## config.mk

```make
export PLATFORM = sky130hd
export DESIGN_NAME = op_dispatcher
export DESIGN_NICKNAME = d
export VERILOG_FILES = /design/src/rtl/op_dispatcher.sv
export SDC_FILE = /design/constraint.sdc
export NUM_CORES = 1
export LEC_CHECK = 0
export BUFFER_PORTS_ARGS = -buffer_cell sky130_fd_sc_hd__buf_2
export CAP_MARGIN = 20
export CORE_UTILIZATION = 50
export CTS_BUF_LIST = sky130_fd_sc_hd__clkbuf_16
export CTS_CLUSTER_DIAMETER = 120
export DETAILED_ROUTE_END_ITERATION = 8
export GPL_TIMING_DRIVEN = 0
export PLACE_DENSITY = 0.77
export SLEW_MARGIN = 25
export SYNTH_ARGS = -nofsm -noshare
export SYNTH_HDL_FRONTEND = slang
export SYNTH_SLANG_ARGS = --single-unit
```

## constraint.sdc

```tcl
create_clock -name clk -period 2.1 [get_ports clk]
set_clock_uncertainty 0.2 [all_clocks]
set_input_delay 0.315 -clock clk [delete_from_list [all_inputs] [get_ports clk]]
set_output_delay 0.315 -clock clk [all_outputs]
set_load 0.03 [all_outputs]
```

## src/rtl/op_dispatcher.sv

```systemverilog
// Routes one decoded op at a time to its handler, sequencing the handler's
// rdy/trigger/done handshake under a watchdog, with a sticky error state.
module op_dispatcher #(
  parameter int NUM_HANDLERS   = 4,
  parameter int OP_BITS        = 4,
  parameter int TIMEOUT_CYCLES = 1048576,
  parameter int COUNT_BITS     = 16,
  localparam int IDX_W         = (NUM_HANDLERS > 1) ? $clog2(NUM_HANDLERS) : 1
) (
  input  logic                    clk,
  input  logic                    reset,
  input  logic                    clk_en,
  input  logic                    op_valid,
  input  logic [OP_BITS-1:0]      op_code,
  output logic                    op_rdy,
  output logic [NUM_HANDLERS-1:0] trigger,
  input  logic [NUM_HANDLERS-1:0] handler_rdy,
  input  logic [NUM_HANDLERS-1:0] handler_done,
  output logic                    busy,
  output logic                    done,
  output logic [IDX_W-1:0]        active_idx,
  output logic [COUNT_BITS-1:0]   op_count,
  output logic                    err,
  output logic [1:0]              err_code,
  input  logic                    err_clr
);

  localparam int WD_W = (TIMEOUT_CYCLES > 1) ? $clog2(TIMEOUT_CYCLES) : 1;
  localparam logic [WD_W-1:0]    WD_LAST = WD_W'(TIMEOUT_CYCLES - 1);
  localparam logic [OP_BITS:0]   NUM_OPS = (OP_BITS + 1)'(NUM_HANDLERS);

  localparam logic [1:0] ERR_NONE    = 2'd0;
  localparam logic [1:0] ERR_ILLEGAL = 2'd1;
  localparam logic [1:0] ERR_RDY_TO  = 2'd2;
  localparam logic [1:0] ERR_DONE_TO = 2'd3;

  typedef enum logic [2:0] {
    S_IDLE,
    S_WAIT_RDY,
    S_TRIGGER,
    S_WAIT_DONE,
    S_ERROR
  } state_t;

  state_t                r_state;
  state_t                w_state_nxt;
  logic [WD_W-1:0]       r_wd;
  logic [WD_W-1:0]       w_wd_nxt;
  logic [IDX_W-1:0]      r_idx;
  logic [IDX_W-1:0]      w_idx_nxt;
  logic [1:0]            r_err_code;
  logic [1:0]            w_err_code_nxt;
  logic                  r_done;
  logic                  w_done_nxt;
  logic [COUNT_BITS-1:0] r_count;
  logic [COUNT_BITS-1:0] w_count_nxt;

  logic w_illegal;
  logic w_wd_expired;
  logic w_sel_rdy;
  logic w_sel_done;

  assign w_illegal    = ({1'b0, op_code} >= NUM_OPS);
  assign w_wd_expired = (r_wd == WD_LAST);
  // Only the latched handler's handshake lines are ever looked at.
  assign w_sel_rdy    = handler_rdy[r_idx];
  assign w_sel_done   = handler_done[r_idx];

  always_ff @(posedge clk or negedge reset) begin
    if (!reset) begin
      r_state    <= S_IDLE;
      r_wd       <= '0;
      r_idx      <= '0;
      r_err_code <= ERR_NONE;
      r_done     <= 1'b0;
      r_count    <= '0;
    end else if (clk_en) begin
      r_state    <= w_state_nxt;
      r_wd       <= w_wd_nxt;
      r_idx      <= w_idx_nxt;
      r_err_code <= w_err_code_nxt;
      r_done     <= w_done_nxt;
      r_count    <= w_count_nxt;
    end
  end

  always_comb begin
    w_state_nxt    = r_state;
    w_wd_nxt       = r_wd;
    w_idx_nxt      = r_idx;
    w_err_code_nxt = r_err_code;
    w_done_nxt     = 1'b0;
    w_count_nxt    = r_count;
    case (r_state)
      S_IDLE: begin
        if (op_valid) begin
          if (w_illegal) begin
            w_state_nxt    = S_ERROR;
            w_err_code_nxt = ERR_ILLEGAL;
          end else begin
            w_state_nxt = S_WAIT_RDY;
            w_idx_nxt   = op_code[IDX_W-1:0];
            w_wd_nxt    = '0;
          end
        end
      end
      S_WAIT_RDY: begin
        if (w_sel_rdy) begin
          w_state_nxt = S_TRIGGER;
        end else if (w_wd_expired) begin
          w_state_nxt    = S_ERROR;
          w_err_code_nxt = ERR_RDY_TO;
        end else begin
          w_wd_nxt = r_wd + WD_W'(1);
        end
      end
      S_TRIGGER: begin
        w_state_nxt = S_WAIT_DONE;
        w_wd_nxt    = '0;
      end
      S_WAIT_DONE: begin
        if (w_sel_done) begin
          w_state_nxt = S_IDLE;
          w_done_nxt  = 1'b1;
          w_count_nxt = r_count + COUNT_BITS'(1);
        end else if (w_wd_expired) begin
          w_state_nxt    = S_ERROR;
          w_err_code_nxt = ERR_DONE_TO;
        end else begin
          w_wd_nxt = r_wd + WD_W'(1);
        end
      end
      S_ERROR: begin
        // A clear wins over a simultaneous op; the op must be re-offered.
        if (err_clr) begin
          w_state_nxt    = S_IDLE;
          w_err_code_nxt = ERR_NONE;
        end
      end
      default: begin
        w_state_nxt = S_IDLE;
      end
    endcase
  end

  assign op_rdy     = (r_state == S_IDLE);
  assign busy       = (r_state == S_WAIT_RDY) || (r_state == S_TRIGGER) ||
                      (r_state == S_WAIT_DONE);
  assign trigger    = (r_state == S_TRIGGER) ? (NUM_HANDLERS'(1) << r_idx) : '0;
  assign err        = (r_state == S_ERROR);
  assign err_code   = r_err_code;
  assign done       = r_done;
  assign active_idx = r_idx;
  assign op_count   = r_count;

endmodule
```

==> flow_summary.yaml, run 1 <==
placed_design:
  port-buffer-count: 43
  place.detailed.instances: 363
  placed_cell_area_um2: 2880
  place_worst_setup_slack_ps: -377
  routabilityCongestion: 0.780
  dp_hpwl_um: 3790
route:
  count_of_routing_violations_after_the_opening_detailed_route_iteration: 128
  drt_wl_total_um: 6490
  routedWlPerCell_um: 16.3
  count_of_tritonroute_iterations_in_the_first_routing_pass: 5
  drc: 0
  total_via_count_after_detailed_routing: 2344
  antenna_violating_nets_post_route: 0
  via_per_inst: 5.89
critical_path:
  end_kind: "flop"
  startpoint_type: "flop"
  critical_path_arrival_ps: 2330
  cp.required_ps: 2110
  path_class: "flop to flop"
  timing.critical_path.fanout_max: 8
yosys:
  synth-seq-cells: 44
  area_of_the_mapped_netlist_um2: 2520
  post_synth.cell_area_avg_um2: 9.95
  number_of_distinct_standard_cells_referenced_by_the_synthesized_netlist: 51
  synthesized_instance_count: 253
  synthesis.yosys.warnings: 0
  synth_seq_area_share_pct: 43.8
  synth_nets: 272
layout:
  layout-drive-gt1-share_pct: 47.7
  antenna_cells_inserted: 0
  most_common_library_cell_in_the_layout_ignoring_fill_and_taps: "buf_2"
  layout.core_utilization_pct: 73.7
  nFillCells: 338
  area_growth_pct: 40.2
  post-route-cell-area_um2: 3530
  fin_cells: 398
  nets: 349
  highest_count_cells_in_the_layout_ignoring_fill_and_taps: "44 x buf_2, 36 x dfrtp_1, 24 x buf_4, 20 x nand2_1, 15 x nor2_1"
status:
  violations: "setup timing"
  outcome: "finished with violations"
cts:
  clkSlewWorstSetupHoldPaths_ps: 60
  clkLatencyLatePin_ps: 290
  longest_clk_path_bufs: 2
  cts_max_level: 2
  cts_tree: "built"
  cts_made_buffers: 5
  clkSinkCount: 44
  cts-root-buf: "clkbuf_16"
timing:
  timing.final.max_slew_violations: 0
  period_minus_slack_ps: 2320
  report.final.setup_viol: 22
  max_slew_headroom_at_the_worst_pin_pct: 63.5
  final_hold_viol_count: 0
  finalCritPeriodShare_pct: 110
  tightestPinTransition_ps: 548
  fmax_ghz: 0.431
  grt_setup_unrepaired: "yes"
  postLayoutSetupSlackWorst_ps: -219
power_and_ir_drop:
  p_leak_nw: 1.53
  power_per_cell_area_nw_per_um2: 1190
  vdd_ir_drop_max_mv: 0.745
  design_power_mw: 4.21
run:
  cap_viol_max_count: 0
die:
  floorplan.die_area_um2: 5320
  core.rowCount: 25
  initial_core_util_pct: 52.6
  design.core.area_um2: 4790
  chipHeight_um: 72.9
  die_width_um: 72.9
  design.portCount: 45
grt:
  wire_length_of_the_first_global_routing_pass_um: 10400
  antenna_found_initial: 0
  grt_usage_pct: 25.6
  grt_pass1_vias: 2245
  grt_overflow_total: 0
  grt_max_degree: 45
hold_path:
  min_path_type: "input pin to flop"
[cell families (layout without fill, tap and decap cells)]
logic type                 Yosys count  after routing  share of synthesized area, %
and+or+nand+nor                    106            106                          23.6
adders and majority gates            2              2                         0.994
AOI/OAI and AO/OA                   55             55                          14.8
DFF                                 44             44                          43.8
muxes                               11             11                          5.57
xor gates and xnor gates            15             15                          5.22
buffers and inverters               20             98                          6.02
[through the flow]
step	setup TNS (ps)	hold WS [ps]
CTS	-2180	27.0
global route	-4670	65.0
finish	-3190	55.7
global placement	-5680	256
detailed placement	-7200	262
floorplan	-1790	-181
[worst paths after layout]
kind	startpoint	cells after the start	slack (ps)	to
worst max-delay path	active_idx[1]	6	-220	r_wd[17]
worst min-delay path	op_code[1]	2	60	active_idx[1]
worst max register to register	active_idx[1]	6	-220	r_wd[17]
worst min register to register	op_count[15]	1	260	op_count[15]
max in group asynchronous	reset	2	930	r_wd[4]
min in group asynchronous	reset	2	360	op_count[5]
[per-layer routing]
layer  GRT usage, %  part of all wire, %
met1           33.8                   44
met5              0                    0
met4           10.9                  1.5
met2           41.7                   50
met3           4.56                  4.9
[state kept, by name (all words and copies together) (netlist names)]
signal      flops
r_wd           20
op_count       16
r_state         3
active_idx      2
err_code        2
done            1
[area by class of cell]
| cell class | count | area (um^2) | area share (%) |
|---|---|---|---|
| multi-input combinational | 189 | 1490 | 42.2 |
| sequential | 44 | 1110 | 31.5 |
| timing repair buffer | 71 | 485 | 13.8 |
| clock buffer | 5 | 125 | 3.55 |
| buffer | 12 | 119 | 3.37 |
| clock inverter | 3 | 90.1 | 2.55 |
| tap | 67 | 83.8 | 2.38 |
| inverter | 7 | 26.3 | 0.745 |
[cell usage after synthesis, drive strengths merged]
cell | n | area (um^2)
o211ai | 1 | 7.51
or4bb | 1 | 11.3
nor3 | 6 | 30.0
a31oi | 3 | 18.8
o21ai | 15 | 75.1
or3 | 10 | 65.1
or2b | 1 | 8.76
or2 | 2 | 12.5
xor2 | 2 | 17.5
and4b | 1 | 10.0
nand4 | 7 | 50.1
nand2b | 3 | 21.3
xnor2 | 13 | 114
o31ai | 12 | 90.1
o41ai | 1 | 8.76
o221ai | 1 | 26.3
buf | 8 | 86.3
nand2 | 22 | 82.6
or4b | 1 | 10.0
ha | 2 | 25.0
and2 | 2 | 12.5
nand3 | 14 | 70.1
a21oi | 21 | 139
mux2 | 4 | 45.0
nor2 | 16 | 60.1
mux2i | 5 | 50.1
nor2b | 1 | 6.26
dlymetal6s2s | 1 | 12.5
clkbuf | 4 | 26.3
or3b | 1 | 8.76
and3b | 1 | 8.76
mux4 | 2 | 45.0
nor4 | 3 | 18.8
inv | 7 | 26.3
or4 | 11 | 88.8
dfrtp | 44 | 1100
a21o | 1 | 7.51
and3 | 3 | 18.8
[power breakdown]
part	switching, mW	internal, mW	total [mW]	leakage [nW]
logic	1.11	0.843	1.95	0.843
registers	0.146	0.977	1.12	0.585
clock network	0.334	0.802	1.14	0.104
[worst max-delay path: stages (launching register included)]
cell and delay [ps]:
dfrtp_2 470, mux2i_2 260, mux4_2 320, o221ai_4 150, buf_4 180, or4_1 500, a21oi_1 160
[repair_timing]
action / 4_1_cts / 5_1_grt
resized for setup: 30 / 21
endpoints found under the hold margin: 0 / 44
hold buffers: 0 / 1
endpoints found under the setup margin: 30 / 38
pin swaps: 11 / 10
setup buffers: 20 / 4
cloned: 3 / 0
No activity file was read; power rests on OpenSTA's default activity.
==> run 2, diff against run 1 <==
Settings changed: SETUP_SLACK_MARGIN set to 0.2.
==> run 2 against run 1 <==
The flow still finishes with violations (setup timing). Maximum frequency down 1.1%. Sequential power about the same. Critical path depth up 1. Critical path type unchanged. Non-clock buffer count up 18. Cell area up 11%. Register-to-register slack worse by 30 ps.
==> flow_summary.yaml, run 2 (synthesis results as in run 1) <==
status:
  outcome: "finished with violations"
  violations: "setup timing"
layout:
  area_growth_pct: 55.5
  layout.core_utilization_pct: 81.8
  fin_cells: 416
  largest_register_ff_count: 20
  highest_count_cells_in_the_layout_ignoring_fill_and_taps: "38 x buf_2, 38 x buf_4, 35 x dfrtp_1, 17 x nand2_1, 15 x a21oi_2"
  nets: 367
  max_flop_register: "r_wd"
  antenna_cells_inserted: 0
  layout-drive-gt1-share_pct: 58.7
power_and_ir_drop:
  power.share.clock_pct: 20.2
  power_per_cell_area_nw_per_um2: 1130
  pwr-share-comb_pct: 54.8
  pwr-share-seq_pct: 25.0
  p_leak_nw: 1.67
  int_power_mw: 2.60
  vdd_ir_drop_max_mv: 1.25
  swShare_pct: 41.3
  power.net_switching_mw: 1.83
route:
  count_of_tritonroute_iterations_in_the_first_routing_pass: 4
  antenna_violating_nets_post_route: 0
  via_per_inst: 6.13
  count_of_routing_violations_after_the_opening_detailed_route_iteration: 189
  routedWlPerCell_um: 19.4
  total_via_count_after_detailed_routing: 2550
  drt_wl_total_um: 8080
  drc: 0
grt:
  antenna_found_initial: 0
  grt_max_degree: 45
  grt_pass1_vias: 2201
  grt_overflow_total: 0
  wire_length_of_the_first_global_routing_pass_um: 10100
  grt_usage_pct: 24.7
placed_design:
  port-buffer-count: 43
  place.detailed.instances: 363
  dp_hpwl_um: 3700
  routabilityCongestion: 0.842
die:
  core.rowCount: 25
  design.core.area_um2: 4790
  design.portCount: 45
  die_width_um: 72.9
  chipHeight_um: 72.9
  initial_core_util_pct: 52.6
  floorplan.die_area_um2: 5320
cts:
  cts-root-buf: "clkbuf_16"
  clkSlewWorstSetupHoldPaths_ps: 60
  clkSinkCount: 44
  cts_max_level: 2
  clkLatencyLatePin_ps: 290
  longest_clk_path_bufs: 2
  cts_tree: "built"
  cts_made_buffers: 5
timing:
  tightestPinTransition_ps: 574
  timing.final.max_slew_violations: 0
  grt_setup_unrepaired: "yes"
  period_minus_slack_ps: 2350
  postLayoutSetupSlackWorst_ps: -246
  report.final.setup_viol: 23
  final_hold_viol_count: 0
  finalCritPeriodShare_pct: 112
  fmax_ghz: 0.426
  max_slew_headroom_at_the_worst_pin_pct: 61.7
critical_path:
  crit_chain: "nand3_1, or4_4, o221ai_4, buf_6, buf_12, o31ai_1, a21oi_1"
  timing.critical_path.fanout_max: 6
  end_kind: "flop"
  cp.required_ps: 2100
  maximum_single_stage_delay_on_the_critical_path_ps: 580
  timing.critical_path.slowest_stage_cell: "or4_4"
  critical_path_cell_count: 7
  critical_path_arrival_ps: 2350
  path_class: "flop to flop"
  startpoint_type: "flop"
  worstRegToRegCells: 7
  cpLargestDelayFamily: "simple AND/OR/NAND/NOR gates"
  worstPathBufferInverterCount: 2
  reg2reg_slack_ps: -250
run:
  cap_viol_max_count: 0
hold_path:
  worstHoldPathCells: 2
  min_path_type: "input pin to flop"
## run 2: cell types whose count changed in the layout (fill, tap and decap cells not counted), sizes merged
cell          change
clkinv            +2
clkbuf            +5
buf              +14
bufinv            -2
dlymetal6s2s      -1
## run 2: through the flow
stage               power, mW  cell area, um^2  setup TNS [ps]  hold slack (ps)  worst slack [ps]
floorplan                2.28             2610           -1820             -181              -168
global placement         2.61             2910           -5620              256              -306
detailed placement       2.63             2910           -6070              263              -329
CTS                      3.88             3410           -2770             22.3              -172
global route             4.60             3910           -6140             64.5              -325
finish                   4.43             3910           -4450             61.2              -246
## run 2: area by class of cell
class	instances	area [um^2]
buffer	13	145
clock buffer	5	125
clock inverter	3	42.5
fill	223	872
inverter	7	26.3
multi-input combinational	189	1710
sequential	44	1110
tap	67	83.8
timing repair buffer	88	664
## run 2: what timing repair did
action | CTS | global route
setup buffers | 20 | 21
hold endpoints to repair | 0 | 44
setup endpoints to repair | 45 | 44
resized for setup | 40 | 59
hold buffers | 0 | 1
pin swaps | 13 | 29
gates cloned | 1 | 2
## run 2: power groups by stage
stage          Combinational (mW)  Sequential, mW  Clock [mW]
3_3_place_gp                 1.51            1.10           0
5_1_grt                      2.55            1.12       0.938
2_1_floorplan                1.05            1.23           0
6_report                     2.43            1.11       0.893
3_5_place_dp                 1.53            1.10           0
4_1_cts                      1.90            1.09       0.884
## run 2: path summary, 6_finish.rpt
kind / from / end
worst max-delay path: r_wd[9] / r_wd[17]
worst min-delay path: op_code[1] / active_idx[1]
worst max register to register: r_wd[9] / r_wd[17]
worst min register to register: op_count[15] / op_count[15]
max in group asynchronous: reset / active_idx[1]
min in group asynchronous: reset / r_wd[1]
## run 2: layer usage
metal	vias up	share of wire [%]	track usage [%]
li1	1121	-	-
met1	1275	39	31.9
met2	129	52	41.5
met3	25	5.6	4.56
met4	0	3.1	8.93
met5	-	0	0
==> run 3, diff against run 2 <==
Clock period 2.1 ns to 2 ns, I/O delays scaled along.
==> run 3 against run 2 <==
The run still ends with setup timing left. Register-to-register slack got worse by 230 ps. Sequential share of layout area is 1.2 points lower. Die area stayed put. Critical path depth increased by 1. Clock-buffer cell count did not move. Core utilization is 4.1 points higher. Global-route usage is 5.1 points higher. Critical path type unchanged.
==> flow_summary.yaml, run 3 (synthesis results as in run 1) <==
layout:
  layout-drive-gt1-share_pct: 61.3
  most_common_library_cell_in_the_layout_ignoring_fill_and_taps: "buf_2"
  antenna_cells_inserted: 0
  area_growth_pct: 63.4
  nets: 372
  max_flop_register: "r_wd"
  largest_register_ff_count: 20
  highest_count_cells_in_the_layout_ignoring_fill_and_taps: "37 x buf_2, 31 x dfrtp_1, 29 x buf_4, 26 x buf_6, 18 x nand2_1"
power_and_ir_drop:
  p_leak_nw: 1.72
  vdd_ir_drop_max_mv: 1.13
  power_per_cell_area_nw_per_um2: 1350
die:
  die_width_um: 72.9
  initial_core_util_pct: 52.6
  design.portCount: 45
  design.core.area_um2: 4790
  chipHeight_um: 72.9
  core.rowCount: 25
  floorplan.die_area_um2: 5320
cts:
  cts_tree: "built"
  cts_made_buffers: 5
  longest_clk_path_bufs: 2
  clkSlewWorstSetupHoldPaths_ps: 70
  clkSinkCount: 44
  clkLatencyLatePin_ps: 290
  cts-root-buf: "clkbuf_16"
  cts_max_level: 2
timing:
  postLayoutSetupSlackWorst_ps: -476
  fmax_ghz: 0.404
  timing.final.max_slew_violations: 0
  max_slew_headroom_at_the_worst_pin_pct: 61.2
  grt_setup_unrepaired: "yes"
  timing.setup.tns_ps: -10630
  report.final.setup_viol: 36
  finalCritPeriodShare_pct: 124
  final_hold_viol_count: 0
  tightestPinTransition_ps: 577
  period_minus_slack_ps: 2480
route:
  routedWlPerCell_um: 23.6
  count_of_routing_violations_after_the_opening_detailed_route_iteration: 255
  drt_wl_total_um: 9930
  via_per_inst: 6.50
  antenna_violating_nets_post_route: 0
  drc: 0
  total_via_count_after_detailed_routing: 2736
  count_of_tritonroute_iterations_in_the_first_routing_pass: 4
status:
  violations: "setup timing"
  outcome: "finished with violations"
critical_path:
  path_class: "flop to flop"
  critical_path_arrival_ps: 2480
  startpoint_type: "flop"
  cp.required_ps: 2010
  end_kind: "flop"
  timing.critical_path.fanout_max: 6
hold_path:
  min_path_type: "input pin to flop"
placed_design:
  dp_hpwl_um: 3840
  routabilityCongestion: 0.783
  place_worst_setup_slack_ps: -421
  port-buffer-count: 43
grt:
  grt_usage_pct: 29.8
  antenna_found_initial: 0
  grt_pass1_vias: 2409
  grt_max_degree: 45
  grt_overflow_total: 0
  wire_length_of_the_first_global_routing_pass_um: 11800
run:
  cap_viol_max_count: 0
[run 3: cell types whose count changed in the layout (fill, tap and decap cells not counted), sizes merged]
cell,before,now
clkinv,2,0
clkbuf,13,11
bufinv,1,3
buf,92,99
[run 3: layout make-up]
class / count / area [um^2]
inverter: 7 / 26.3
fill: 214 / 674
buffer: 13 / 160
clock inverter: 3 / 90.1
multi-input combinational: 189 / 1750
sequential: 44 / 1120
clock buffer: 5 / 125
tap: 67 / 83.8
timing repair buffer: 93 / 762
[run 3: worst paths after layout]
kind / startpoint / endpoint / slack (ps) / depth (start not counted)
max: r_wd[0] / r_wd[7] / -480 / 8
min: op_code[0] / active_idx[0] / 40 / 2
max reg2reg: r_wd[0] / r_wd[7] / -480 / 8
min reg2reg: op_count[15] / op_count[15] / 280 / 1
max in group asynchronous: reset / r_wd[2] / 820 / 2
min in group asynchronous: reset / r_state[1] / 350 / 2
[run 3: routing by layer]
layer  GRT usage (%)  vias up  routed length, um
met4            13.3        0                454
met5               0        -                  0
met1            34.7     1355               3670
met2            52.3      190               5060
li1                -     1140                  -
met3            6.63       51                748
[run 3: where the power goes]
group	leakage [nW]	switching, mW	internal, mW
sequential	0.577	0.156	1.03
combinational	1.04	1.68	1.44
clock	0.104	0.379	0.843
total	1.72	2.22	3.32
[run 3: stage by stage]
step	area [um^2]	util, %	total power [mW]	hold slack, ps	instances
after floorplan	2630	-	2.41	-196	253
after global placement	2930	61.2	2.77	258	363
after detailed placement	2930	61.2	2.81	270	363
after CTS	3580	74.8	4.67	11.7	392
after global routing	4110	85.9	5.66	43.5	421
final	4110	85.9	5.53	43.1	421
[run 3: worst max-delay path, stage by stage, from the launching register on]
cell and delay, ps:
dfrtp_1 450, ha_4 210, nand3_4 120, or4_4 490
o221ai_4 310, buf_6 200, buf_12 140, o31ai_2 80
a21oi_1 180
[run 3: timing repair]
action | 4_1_cts | 5_1_grt
hold buffers | 0 | 1
buffers inserted | 19 | 27
gates resized for setup | 58 | 72
hold endpoints to repair | 0 | 44
pin swaps | 28 | 30
gates cloned | 2 | 1
endpoints found under the setup margin | 45 | 51
